`src/rtl/stream_wrr_arb_if.sv`:
```
// Input/output stream bundle of the weighted round-robin arbiter: NumInp valid/ready inputs, one granted output.
interface stream_wrr_arb_if #(
  parameter int NumInp    = 4,
  parameter int DataWidth = 16,
  parameter int IdxW      = (NumInp > 1) ? $clog2(NumInp) : 1
);
  logic [NumInp*DataWidth-1:0] data_i;
  logic [NumInp-1:0]           valid_i;
  logic [NumInp-1:0]           ready_o;
  logic [DataWidth-1:0]        data_o;
  logic [IdxW-1:0]             idx_o;
  logic                        valid_o;
  logic                        ready_i;

  modport slave (
    input  data_i, valid_i, ready_i,
    output ready_o, data_o, idx_o, valid_o
  );

  modport master (
    output data_i, valid_i, ready_i,
    input  ready_o, data_o, idx_o, valid_o
  );
endinterface

```
`src/rtl/stream_wrr_arb.sv`:
```
// Weighted round-robin stream arbiter, zero-latency mux; grant locked while valid_o waits on ready_i.
// Optional STREAM_WRR_ARB_STARVE_EN adds per-input saturating wait counters driving starve_o.
module stream_wrr_arb #(
  parameter  int NumInp      = 4,
  parameter  int DataWidth   = 16,
  parameter  int WeightWidth = 4,
  parameter  int StarveThr   = 64,
  localparam int IdxW        = (NumInp > 1) ? $clog2(NumInp) : 1
) (
  input  logic                          clk,
  input  logic                          rst_n,
  input  logic                          flush_i,
  input  logic [NumInp*WeightWidth-1:0] weight_i,
`ifdef STREAM_WRR_ARB_STARVE_EN
  output logic [NumInp-1:0]             starve_o,
`endif
  stream_wrr_arb_if.slave               bus
);

  localparam logic [0:0] IDLE  = 1'b0;
  localparam logic [0:0] BURST = 1'b1;

  logic [0:0]             st;
  logic [IdxW-1:0]        cur, ptr, winner, sel;
  logic [WeightWidth-1:0] quota, w_win, q_load;
  logic                   found, keep, grant, hs;

  function automatic logic [IdxW-1:0] rot_idx(input logic [IdxW-1:0] base, input int off);
    int s;
    s = int'(base) + off;
    if (s >= NumInp) s = s - NumInp;
    return IdxW'(s);
  endfunction

  // Scan from the far end so the earliest input in rotation order is written last.
  always_comb begin
    winner = '0;
    found  = 1'b0;
    for (int i = NumInp - 1; i >= 0; i--) begin
      if (bus.valid_i[rot_idx(ptr, i)]) begin
        winner = rot_idx(ptr, i);
        found  = 1'b1;
      end
    end
  end

  // rst_n is active-high in this codebase: a grant only exists while it is low.
  assign keep   = (st == BURST) && bus.valid_i[cur];
  assign sel    = keep ? cur : winner;
  assign grant  = !rst_n && !flush_i && (keep || found);
  assign hs     = grant && bus.ready_i;
  assign w_win  = weight_i[winner*WeightWidth +: WeightWidth];
  assign q_load = (w_win == '0) ? WeightWidth'(1) : w_win;

  always_comb begin
    bus.valid_o = grant;
    bus.idx_o   = grant ? sel : '0;
    bus.data_o  = grant ? bus.data_i[sel*DataWidth +: DataWidth] : '0;
    bus.ready_o = '0;
    if (grant) bus.ready_o[sel] = bus.ready_i;
  end

  always_ff @(posedge clk or posedge rst_n) begin
    if (rst_n) begin
      st    <= IDLE;
      cur   <= '0;
      ptr   <= '0;
      quota <= '0;
    end else if (flush_i) begin
      st    <= IDLE;
      cur   <= '0;
      ptr   <= '0;
      quota <= '0;
    end else if (grant && !keep) begin
      cur <= winner;
      ptr <= (winner == IdxW'(NumInp - 1)) ? '0 : winner + 1'b1;
      if (hs) begin
        quota <= q_load - WeightWidth'(1);
        st    <= (q_load == WeightWidth'(1)) ? IDLE : BURST;
      end else begin
        quota <= q_load;
        st    <= BURST;
      end
    end else if (keep) begin
      if (hs) begin
        quota <= quota - WeightWidth'(1);
        if (quota == WeightWidth'(1)) st <= IDLE;
      end
    end else begin
      st <= IDLE;
    end
  end

`ifdef STREAM_WRR_ARB_STARVE_EN
  logic [15:0] wait_cnt [NumInp];

  always_ff @(posedge clk or posedge rst_n) begin
    if (rst_n) begin
      for (int k = 0; k < NumInp; k++) wait_cnt[k] <= '0;
    end else begin
      for (int k = 0; k < NumInp; k++) begin
        if (flush_i || (bus.valid_i[k] && bus.ready_o[k]))
          wait_cnt[k] <= '0;
        else if (bus.valid_i[k] && !bus.ready_o[k] && (wait_cnt[k] != 16'hFFFF))
          wait_cnt[k] <= wait_cnt[k] + 16'd1;
      end
    end
  end

  always_comb begin
    for (int k = 0; k < NumInp; k++) starve_o[k] = (wait_cnt[k] >= 16'(StarveThr));
  end
`endif

  for (genvar k = 0; k < NumInp; k++) begin : g_in_hold
    a_valid_held: assert property (@(posedge clk) disable iff (rst_n)
      (bus.valid_i[k] && !bus.ready_o[k]) |=> bus.valid_i[k]);
  end

  a_out_locked: assert property (@(posedge clk) disable iff (rst_n)
    (bus.valid_o && !bus.ready_i && !flush_i) |=> (flush_i || (bus.valid_o && $stable(bus.idx_o))));

endmodule

```
`src/flat_wrapper.sv`:
```
// flat-port wrapper written by rule: the top's interface ports become plain ports
module stream_wrr_arb_flat 
#(
  parameter  int NumInp      = 4,
  parameter  int DataWidth   = 16,
  parameter  int WeightWidth = 4,
  parameter  int StarveThr   = 64,
  localparam int IdxW        = (NumInp > 1) ? $clog2(NumInp) : 1
)
  (clk, rst_n, flush_i, weight_i, bus_data_i, bus_valid_i, bus_ready_i, bus_ready_o, bus_data_o, bus_idx_o, bus_valid_o);
  stream_wrr_arb_if #(.NumInp(NumInp), .DataWidth(DataWidth), .IdxW(2)) bus_i ();
  input  logic clk;
  input  logic rst_n;
  input  logic flush_i;
  input  logic [NumInp*WeightWidth-1:0] weight_i;
  input wire logic [$bits(bus_i.data_i)-1:0] bus_data_i;
  input wire logic [$bits(bus_i.valid_i)-1:0] bus_valid_i;
  input wire logic [$bits(bus_i.ready_i)-1:0] bus_ready_i;
  output wire logic [$bits(bus_i.ready_o)-1:0] bus_ready_o;
  output wire logic [$bits(bus_i.data_o)-1:0] bus_data_o;
  output wire logic [$bits(bus_i.idx_o)-1:0] bus_idx_o;
  output wire logic [$bits(bus_i.valid_o)-1:0] bus_valid_o;
  assign bus_i.data_i = bus_data_i;
  assign bus_i.valid_i = bus_valid_i;
  assign bus_i.ready_i = bus_ready_i;
  assign bus_ready_o = bus_i.ready_o;
  assign bus_data_o = bus_i.data_o;
  assign bus_idx_o = bus_i.idx_o;
  assign bus_valid_o = bus_i.valid_o;
  stream_wrr_arb #(.NumInp(NumInp), .DataWidth(DataWidth), .WeightWidth(WeightWidth), .StarveThr(StarveThr)) u_core (.clk(clk), .rst_n(rst_n), .flush_i(flush_i), .weight_i(weight_i), .bus(bus_i));
endmodule
```
`config.mk`:
```
export PLATFORM = sky130hd
export DESIGN_NAME = stream_wrr_arb_flat
export DESIGN_NICKNAME = d
export VERILOG_FILES = /design/src/rtl/stream_wrr_arb_if.sv /design/src/rtl/stream_wrr_arb.sv /design/src/flat_wrapper.sv
export SDC_FILE = /design/constraint.sdc
export NUM_CORES = 1
export LEC_CHECK = 0
export ABC_AREA = 1
export BUFFER_PORTS_ARGS = -buffer_cell sky130_fd_sc_hd__buf_2
export CORE_MARGIN = 2
export CORE_UTILIZATION = 47
export CTS_BUF_LIST = sky130_fd_sc_hd__clkbuf_4 sky130_fd_sc_hd__clkbuf_8
export DETAILED_ROUTE_END_ITERATION = 10
export PLACE_DENSITY = 0.88
export SLEW_MARGIN = 20
export SYNTH_ARGS = -nofsm -noshare
export SYNTH_HDL_FRONTEND = slang
export SYNTH_SLANG_ARGS = --single-unit
```
`constraint.sdc`:
```
create_clock -name clk -period 6.1 [get_ports clk]
set_clock_uncertainty 0.05 [all_clocks]
set_input_delay 0.61 -clock clk [delete_from_list [all_inputs] [get_ports clk]]
set_output_delay 0.61 -clock clk [all_outputs]
set_load 0.01 [all_outputs]
```
## After elaboration in Yosys (flattened, before gate mapping)

Index checks and enable logic that the tools add are counted.

- Flip-flop bits (word level): 9
- Input port bits: 88
- Output and inout port bits: 23

- Order comparisons: 11
- Bitwise gates (word level): 1
- Shift-type cells: 2
- Equality and inequality tests: 5
- Mux-type cells: 46
- Reductions and logical operators: 16
- $add $sub $neg: 10

Operators by type and width:

| kind | number |
|---|---|
| 64-bit by 7-bit indexed part select with 16-bit output | 1 |
| 2-bit 2-to-1 mux | 15 |
| 4-bit 2-to-1 mux | 7 |
| 2-bit by 3-bit less-than comparator with 1-bit output, second input constant | 6 |
| 1-bit 2-to-1 mux | 17 |
| 16-bit 2-to-1 mux | 1 |
| 16-bit by 5-bit indexed part select with 4-bit output | 1 |
| 1-bit binary-select mux with 2-bit select | 5 |
| 3-bit >= comparator, second input constant | 3 |
| 4-bit by 1-bit equality test with 1-bit output, second input constant | 2 |
| 4-bit != test, second input constant | 2 |
| 2-bit by 1-bit subtractor with 2-bit output, second input constant | 4 |
| 4-bit by 1-bit subtractor with 4-bit output, second input constant | 2 |
| 2-bit by 2-bit adder with 3-bit output, second input constant | 2 |
| 1-bit logical AND | 6 |
| 3-bit nonzero test | 2 |
| 4-bit bitwise AND | 1 |
| 4-bit zero test | 1 |
| 2-bit AND reduction | 2 |
| 2-bit by 1-bit adder with 3-bit output, second input constant | 1 |
| 2-bit by 3-bit >= comparator with 1-bit output, second input constant | 1 |
| 1-bit zero test | 3 |
| 2-bit by 1-bit adder with 2-bit output, second input constant | 1 |
| 1-bit demux with 2-bit select | 1 |
| other kinds (4) | 4 |

## Depth between registers and ports, before layout

Gate-level depths: netlist of the first run.

- Depth after elaboration: 17
- Mapped depth: 18

## Worst setup path after synthesis of the first run

Ideal clock, no wire load.

- Kind: input to output
- Start point: input port bus_valid_i[2]
- End point: output port bus_data_o[10]
- Path slack: 3.363 ns
- Stages on the path: 12
- Buffers on the path: 1
- Data arrival time: 2.077 ns
- Cells stage by stage: inv_1 > a21oi_1 > o21ai_1 > nand2_1 > nand2_1 > clkinv_1 > nand2_1 > o21ai_4 > nor2_2 > buf_4 > a22oi_2 > a21oi_2

- Longest elaborated chain between the ends: 9
- Elaborated cells on any way between the ends: 24

RTL lines:

| element | RTL line | text |
|---|---|---|
| from (decl) | flat_wrapper.sv:17 | `input wire logic [$bits(bus_i.valid_i)-1:0] bus_valid_i;` |
| 1-bit binary-select mux with 2-bit select | stream_wrr_arb.sv:40 | `if (bus.valid_i[rot_idx(ptr, i)]) begin` |
| 1-bit 2-to-1 mux (implied by the code) | stream_wrr_arb.sv:40 |  |
| 2-bit 2-to-1 mux / 1-bit 2-to-1 mux (equally long branches) (4 in a row) | stream_wrr_arb.sv:40 |  |
| 2-bit 2-to-1 mux / 1-bit logical OR (equally long branches) | stream_wrr_arb.sv:49, stream_wrr_arb.sv:50 |  |
| 64-bit by 7-bit indexed part select with 16-bit output / 1-bit logical AND (equally long branches) | stream_wrr_arb.sv:58, stream_wrr_arb.sv:50 |  |
| 16-bit 2-to-1 mux (*) | stream_wrr_arb.sv:58 | `bus.data_o = grant ? bus.data_i[sel*DataWidth +: DataWidth] : '0;` |
| to (decl) | flat_wrapper.sv:20 | `output wire logic [$bits(bus_i.data_o)-1:0] bus_data_o;` |

Every way passes the cells marked *; elsewhere a longest branch is shown, timed or not. The select of a mux whose other input is x is not followed.

## Worst setup path after layout of the first run

- Start point: register u_core.ptr[0]
- End point: output port bus_data_o[0]

- Longest elaborated chain between the ends: 12
- Elaborated cells on any way between the ends: 36

RTL lines:

| element | RTL line | text |
|---|---|---|
| from (decl) | stream_wrr_arb.sv:24 | `logic [IdxW-1:0] cur, ptr, winner, sel;` |
| from (signal assigned) | stream_wrr_arb.sv:76 | `ptr <= (winner == IdxW'(NumInp - 1)) ? '0 : winner + 1'b1;` |
| 2-bit by 2-bit adder with 3-bit output | stream_wrr_arb.sv:30 | `s = int'(base) + off;` |
| 3-bit >= comparator / 2-bit by 1-bit subtractor with 2-bit output (equally long branches) | stream_wrr_arb.sv:31 | `if (s >= NumInp) s = s - NumInp;` |
| 2-bit 2-to-1 mux | stream_wrr_arb.sv:31 |  |
| 1-bit binary-select mux with 2-bit select | stream_wrr_arb.sv:40 |  |
| 1-bit 2-to-1 mux (implied by the code) | stream_wrr_arb.sv:40 |  |
| 2-bit 2-to-1 mux / 1-bit 2-to-1 mux (equally long branches) (4 in a row) | stream_wrr_arb.sv:40 |  |
| 2-bit 2-to-1 mux / 1-bit logical OR (equally long branches) | stream_wrr_arb.sv:49, stream_wrr_arb.sv:50 |  |
| 64-bit by 7-bit indexed part select with 16-bit output / 1-bit logical AND (equally long branches) | stream_wrr_arb.sv:58, stream_wrr_arb.sv:50 |  |
| 16-bit 2-to-1 mux (*) | stream_wrr_arb.sv:58 |  |

Marked as above.

==> impl_metrics.ini, run 1 <==
[logic_synthesis]
synthMostInstantiatedCell = nand2_1
synth.avg_cell_area_um2 = 6.85
synth_common_cells = 68 x nand2_1, 21 x nand3_1, 20 x a22oi_2
synthCells = 242
syn_nets = 332
synth-seq-area-share_pct = 13.6
synth_edf_count = 0
synth_flop_cell = dfrtp_1
yosys_warnings = 0
synth.distinct_cells = 33
synth_area_leaders = nand2_1 15%, a22oi_2 15%, dfrtp_1 14%, nand3_1 6.3%, a22oi_1 5.4%
yosysTopAreaCell = nand2_1
synth_top_area_share_pct = 15.4
ys_ff_latch = 9
synthesis.area_mm2 = 0.00166
ys_async_sr_fraction_pct = 100

[floorplanning]
ios = 111
die_w_um = 63.4
die_area_mm2 = 0.00402
die_height_um = 63.4
num_rows = 21
start_util_pct = 49.3
core_area_mm2 = 0.00336

[global_routing]
antenna_found_initial = 0
grt_usage_pct = 24.7
grt_pass1_wl_um = 8180
grt_pass1_vias = 1887
overflow = 0
grt_max_degree = 20

[timing]
drv_slew = 0
min_period_ns = 3.79
period_share_pct = 62.2
fin_hold_ws_ns = 0.279
worstMarginPinSlew_ns = 0.827
hold_viol = 0
timing.slew.headroom_pct = 44.8
timing.fmax_mhz = 264
fin_ws_ns = 2.31
setup_tns_ns = 0
finalSetupViolCount = 0
rsz0062_at_grt = false

[worst_setup_path]
start_kind = flop
cp_max_fo = 16
cp.required_ns = 5.44
slowest_stage = nor2_2
crit_chain = inv_1, nand2_1, nand3_1, nand2_1, nand3_2, nand2_2, nand2_4, nand2_4, o21ai_4, nor2_2, a22oi_1, a21oi_1, buf_2
reg2reg_slack_ns = 3.28
cp.arrival_ns = 3.13
cpPeakStageDelay_ns = 0.67
critPathKind = flop to output port
endpoint_kind = output port

[cts]
hold_buffers = 0
clk_path_buf_depth = 2
clkTransAtPathRegs_ns = 0.06
cts_setup_buffers = 0
htree_levels = 1
cts_made_buffers = 3
root_buffer = clkbuf_4
clock_latency_ns = 0.27
cts_sinks = 9
cts_tree = yes
cts_resized = 0

[routing]
initialDrtViolationCount = 102
vias = 2106
avgViaCountPerCell = 5.33
drc = 0
wirelength_um = 5070
antenna_left = 0
dr.pass1.iters = 4
wl_per_cell_um = 12.8

[power]
intPower_mw = 0.386
power_leakage_nw = 1.18
seqPwrFrac_pct = 10.6
power.switching_mw = 0.531
peakVddDrop_mv = 0.217
power_frac_clock_pct = 5.5
switching_share_pct = 57.9
power_density_mw_per_mm2 = 411
pwr-share-comb_pct = 83.9

[final_layout]
layout.nets = 440
regArea_um2 = 225
layout-drive-gt1-share_pct = 49.9
design_area_mm2 = 0.00223
syn_to_final_growth_pct = 34.6
post-route-util_pct = 66.3
multi_input_area_mm2 = 0.00125
diodes = 0
nFillCells = 334

[placed_design]
port_buffers = 110
place_area_mm2 = 0.00220
dp_hpwl_um = 4210
pre_cts_slack_ns = 2.61
gp_congestion = 0.923

[flow_run]
drv_cap = 0

[status]
status = completed

[min_path]
hold_class = primary input to asynchronous set/reset pin
[area by class of cell]
type,count,share of cell area [%]
clock buffers,4,1.35
inverters,28,5.05
multi-input cells,198,56.2
flip-flops and latches,9,10.1
well taps,46,2.58
repair buffers,110,24.7
[kinds of logic (layout without fill, tap and decap cells)]
family                   count (synthesis)  after routing  share of synthesized area (%)
AND/OR/NAND/NOR                        121            121                           36.0
AO/OA/AOI/OAI                           72             72                           36.6
buffers and inverters                   35            142                           10.7
flip-flops                               9              9                           13.6
XOR/XNOR                                 3              3                           1.59
adder cells (fa/ha/maj)                  2              2                           1.51
[state kept, by name, summed over array words and instances (netlist names)]
register      flops
u_core.cur        2
u_core.ptr        2
u_core.quota      4
u_core.st         1
[power by group through the flow]
stage               Combinational [mW]  Clock [mW]  Sequential, mW
global route                     0.850      0.0550          0.0997
detailed placement               0.765           0          0.0977
floorplan                        0.650           0          0.0905
CTS                              0.768      0.0521          0.0966
global placement                 0.750           0          0.0971
finish                           0.769      0.0507          0.0971
[layer usage]
layer  up-vias  share of wire (%)  track usage [%]
met1       933                 42             30.0
li1       1062                  -                -
met5         -                  0                0
met2       102                 50             46.1
met4         0                1.7             5.16
met3         9                6.7             3.21
[worst paths after layout]
kind / from / to / depth (start not counted)
setup / recovery: u_core.ptr[0] / bus_data_o[0] / 13
hold / removal: rst_n / u_core.ptr[1] / 2
setup reg to reg: u_core.ptr[0] / u_core.quota[3] / 13
hold reg to reg: u_core.quota[1] / u_core.quota[1] / 2
max in group asynchronous: rst_n / u_core.quota[1] / 2
min in group clk: u_core.quota[1] / u_core.quota[1] / 2
[cell usage in the layout (no fill, tap or decap), types with 7 or more instances in the layout]
master / Yosys / final
o21ai_0: 11 / 11
inv_2: 7 / 7
nand2_1: 68 / 68
buf_2: 1 / 110
a21oi_1: 11 / 11
a21oi_2: 10 / 10
a22oi_1: 12 / 12
a22oi_2: 20 / 20
nand3_1: 21 / 21
dfrtp_1: 9 / 9
inv_1: 17 / 17
[worst max-delay path, delay by kind of cell (launching register included)]
kind | cells | cell delay [ns]
AO/OA/AOI/OAI | 3 | 0.53
flip-flops | 1 | 0.58
AND/OR/NAND/NOR | 8 | 1.42
buffers and inverters | 2 | 0.33
[metrics by stage]
step | std cells | total power, mW
2_1_floorplan | 242 | 0.740
3_3_place_gp | 391 | 0.847
3_5_place_dp | 391 | 0.863
4_1_cts | 395 | 0.917
5_1_grt | 395 | 1.00
6_report | 395 | 0.917
Power figures use the tool's default switching activity.
==> run 2: changes to the inputs <==
Settings changed: CORE_UTILIZATION 47 to 39, PLACE_DENSITY 0.88 to 0.78.
Clock period 6.1 ns to 3.3 ns, I/O delays scaled along.
==> run 2 against run 1 <==
- hold slack lost 0.24 ns
- wire length shrank 1.3%
- critical path depth unchanged
- cell area grew 3.8%
- sequential share of layout area down 0.37 points
- sequential cell count unchanged
- power is 96% higher
- via count fell by 0.19%
- sequential power is 82% higher
- final cell count increased by 2.0%
- non-clock buffer count is 4 higher
- highest routed layer unchanged
==> impl_metrics.ini, run 2 (synthesis results as in run 1) <==
[final_layout]
diodes = 0
nFillCells = 407
mostFrequentLayoutCell = buf_2
post-route-util_pct = 57.0
layout_common_cells = 110 x buf_2, 68 x nand2_1, 21 x nand3_1
largest_registers = u_core.quota (4), u_core.cur (2), u_core.ptr (2)
layout-drive-gt1-share_pct = 50.4
top_register = u_core.quota
layout.nets = 444
largest_reg_flops = 4
syn_to_final_growth_pct = 39.7

[routing]
drc = 0
avgViaCountPerCell = 5.22
wl_met1_um = 2090
wl_met2_um = 2470
antenna_left = 0
top_layer = met4
wl_met3_um = 342
wirelength_um = 5000
vias = 2102
wl_per_cell_um = 12.4
dr.pass1.iters = 5
initialDrtViolationCount = 89

[timing]
setup_tns_ns = 0
finalSetupViolCount = 0
rsz0062_at_grt = false
timing.slew.headroom_pct = 61.3
min_period_ns = 3.06
timing.fmax_mhz = 326
period_share_pct = 92.8
drv_slew = 0
worstMarginPinSlew_ns = 0.576
hold_viol = 0

[cts]
cts_sinks = 9
clk_path_buf_depth = 2
hold_buffers = 0
clock_latency_ns = 0.23
root_buffer = clkbuf_8
cts_made_buffers = 3
htree_levels = 1
cts_tree = yes
clkTransAtPathRegs_ns = 0.05

[status]
status = completed

[floorplanning]
start_util_pct = 40.8
ios = 111
die_height_um = 69.2
core_area_mm2 = 0.00406
num_rows = 23
die_area_mm2 = 0.00479
die_w_um = 69.2

[worst_setup_path]
cp_max_fo = 16
critPathKind = flop to output port
start_kind = flop
cp.arrival_ns = 2.68
endpoint_kind = output port
cp.required_ns = 2.92

[global_routing]
overflow = 0
grt_pass1_wl_um = 8220
grt_pass1_vias = 2007
grt_usage_pct = 20.0
grt_max_degree = 19
antenna_found_initial = 0

[placed_design]
port_buffers = 110
dp_hpwl_um = 4190
gp_congestion = 0.915

[flow_run]
drv_cap = 0

[min_path]
hold_class = primary input to asynchronous set/reset pin

[power]
power_density_mw_per_mm2 = 777
total_power_mw = 1.80
peakVddDrop_mv = 0.443
power_leakage_nw = 1.22
[run 2: changes by cell type in the layout (fill, tap and decap cells not counted), sizes merged]
cell,delta
buf,+4
[run 2: report_power, final]
part | switching (mW) | internal (mW)
clock network | 0.0439 | 0.0924
registers | 0.0357 | 0.141
logic | 0.919 | 0.566
[run 2: cell type report]
cell class	instances	area (um2)	share of cell area (%)
sequential	9	225	9.73
tap	50	62.6	2.70
inverter	28	113	4.87
clock buffer	4	48.8	2.11
multi-input combinational	198	1260	54.4
timing repair buffer	114	606	26.2
[run 2: worst max-delay path, stage by stage, from the launching register on]
cell and delay [ns]:
dfrtp_1 0.46, buf_4 0.20, xnor2_1 0.19, nand2_1 0.12
nand3_2 0.12, nand2_2 0.08, nand2_4 0.08, nand2_4 0.07
o21ai_4 0.29, inv_4 0.12, nor2_8 0.28, a22oi_1 0.11
a21oi_1 0.18, buf_2 0.15
[run 2: final timing paths]
kind | from | end | slack, ns | cells after the start
setup / recovery | u_core.ptr[0] | bus_data_o[0] | 0.24 | 13
hold / removal | rst_n | u_core.st | 0.04 | 2
setup reg to reg | u_core.ptr[0] | u_core.quota[1] | 0.76 | 12
hold reg to reg | u_core.quota[1] | u_core.quota[1] | 0.47 | 2
max in group asynchronous | rst_n | u_core.quota[3] | 2.88 | 2
min in group clk | flush_i | u_core.st | 0.24 | 2
[run 2: through the flow]
stage / area, um2 / worst slack [ns] / hold WS (ns) / cells
final: 2310 / 0.236 / 0.0387 / 403
after global routing: 2310 / 0.0230 / 0.0896 / 403
after CTS: 2270 / 0.143 / 0.0535 / 401
after detailed placement: 2220 / 0.256 / 0.297 / 397
after global placement: 2220 / 0.342 / 0.285 / 397
after floorplan: 1660 / 0.957 / 0.124 / 242
[run 2: what timing repair did]
item,4_1_cts,5_1_grt
pin swaps,0,2
resized for setup,1,0
setup endpoints to repair,5,16
buffers inserted,0,2
cloned,0,0
[run 2: routing by layer]
metal / GRT usage (%) / up-vias
met5: 0 / -
met2: 36.4 / 84
met1: 23.2 / 940
met4: 5.66 / 0
met3: 4.80 / 10
li1: - / 1068
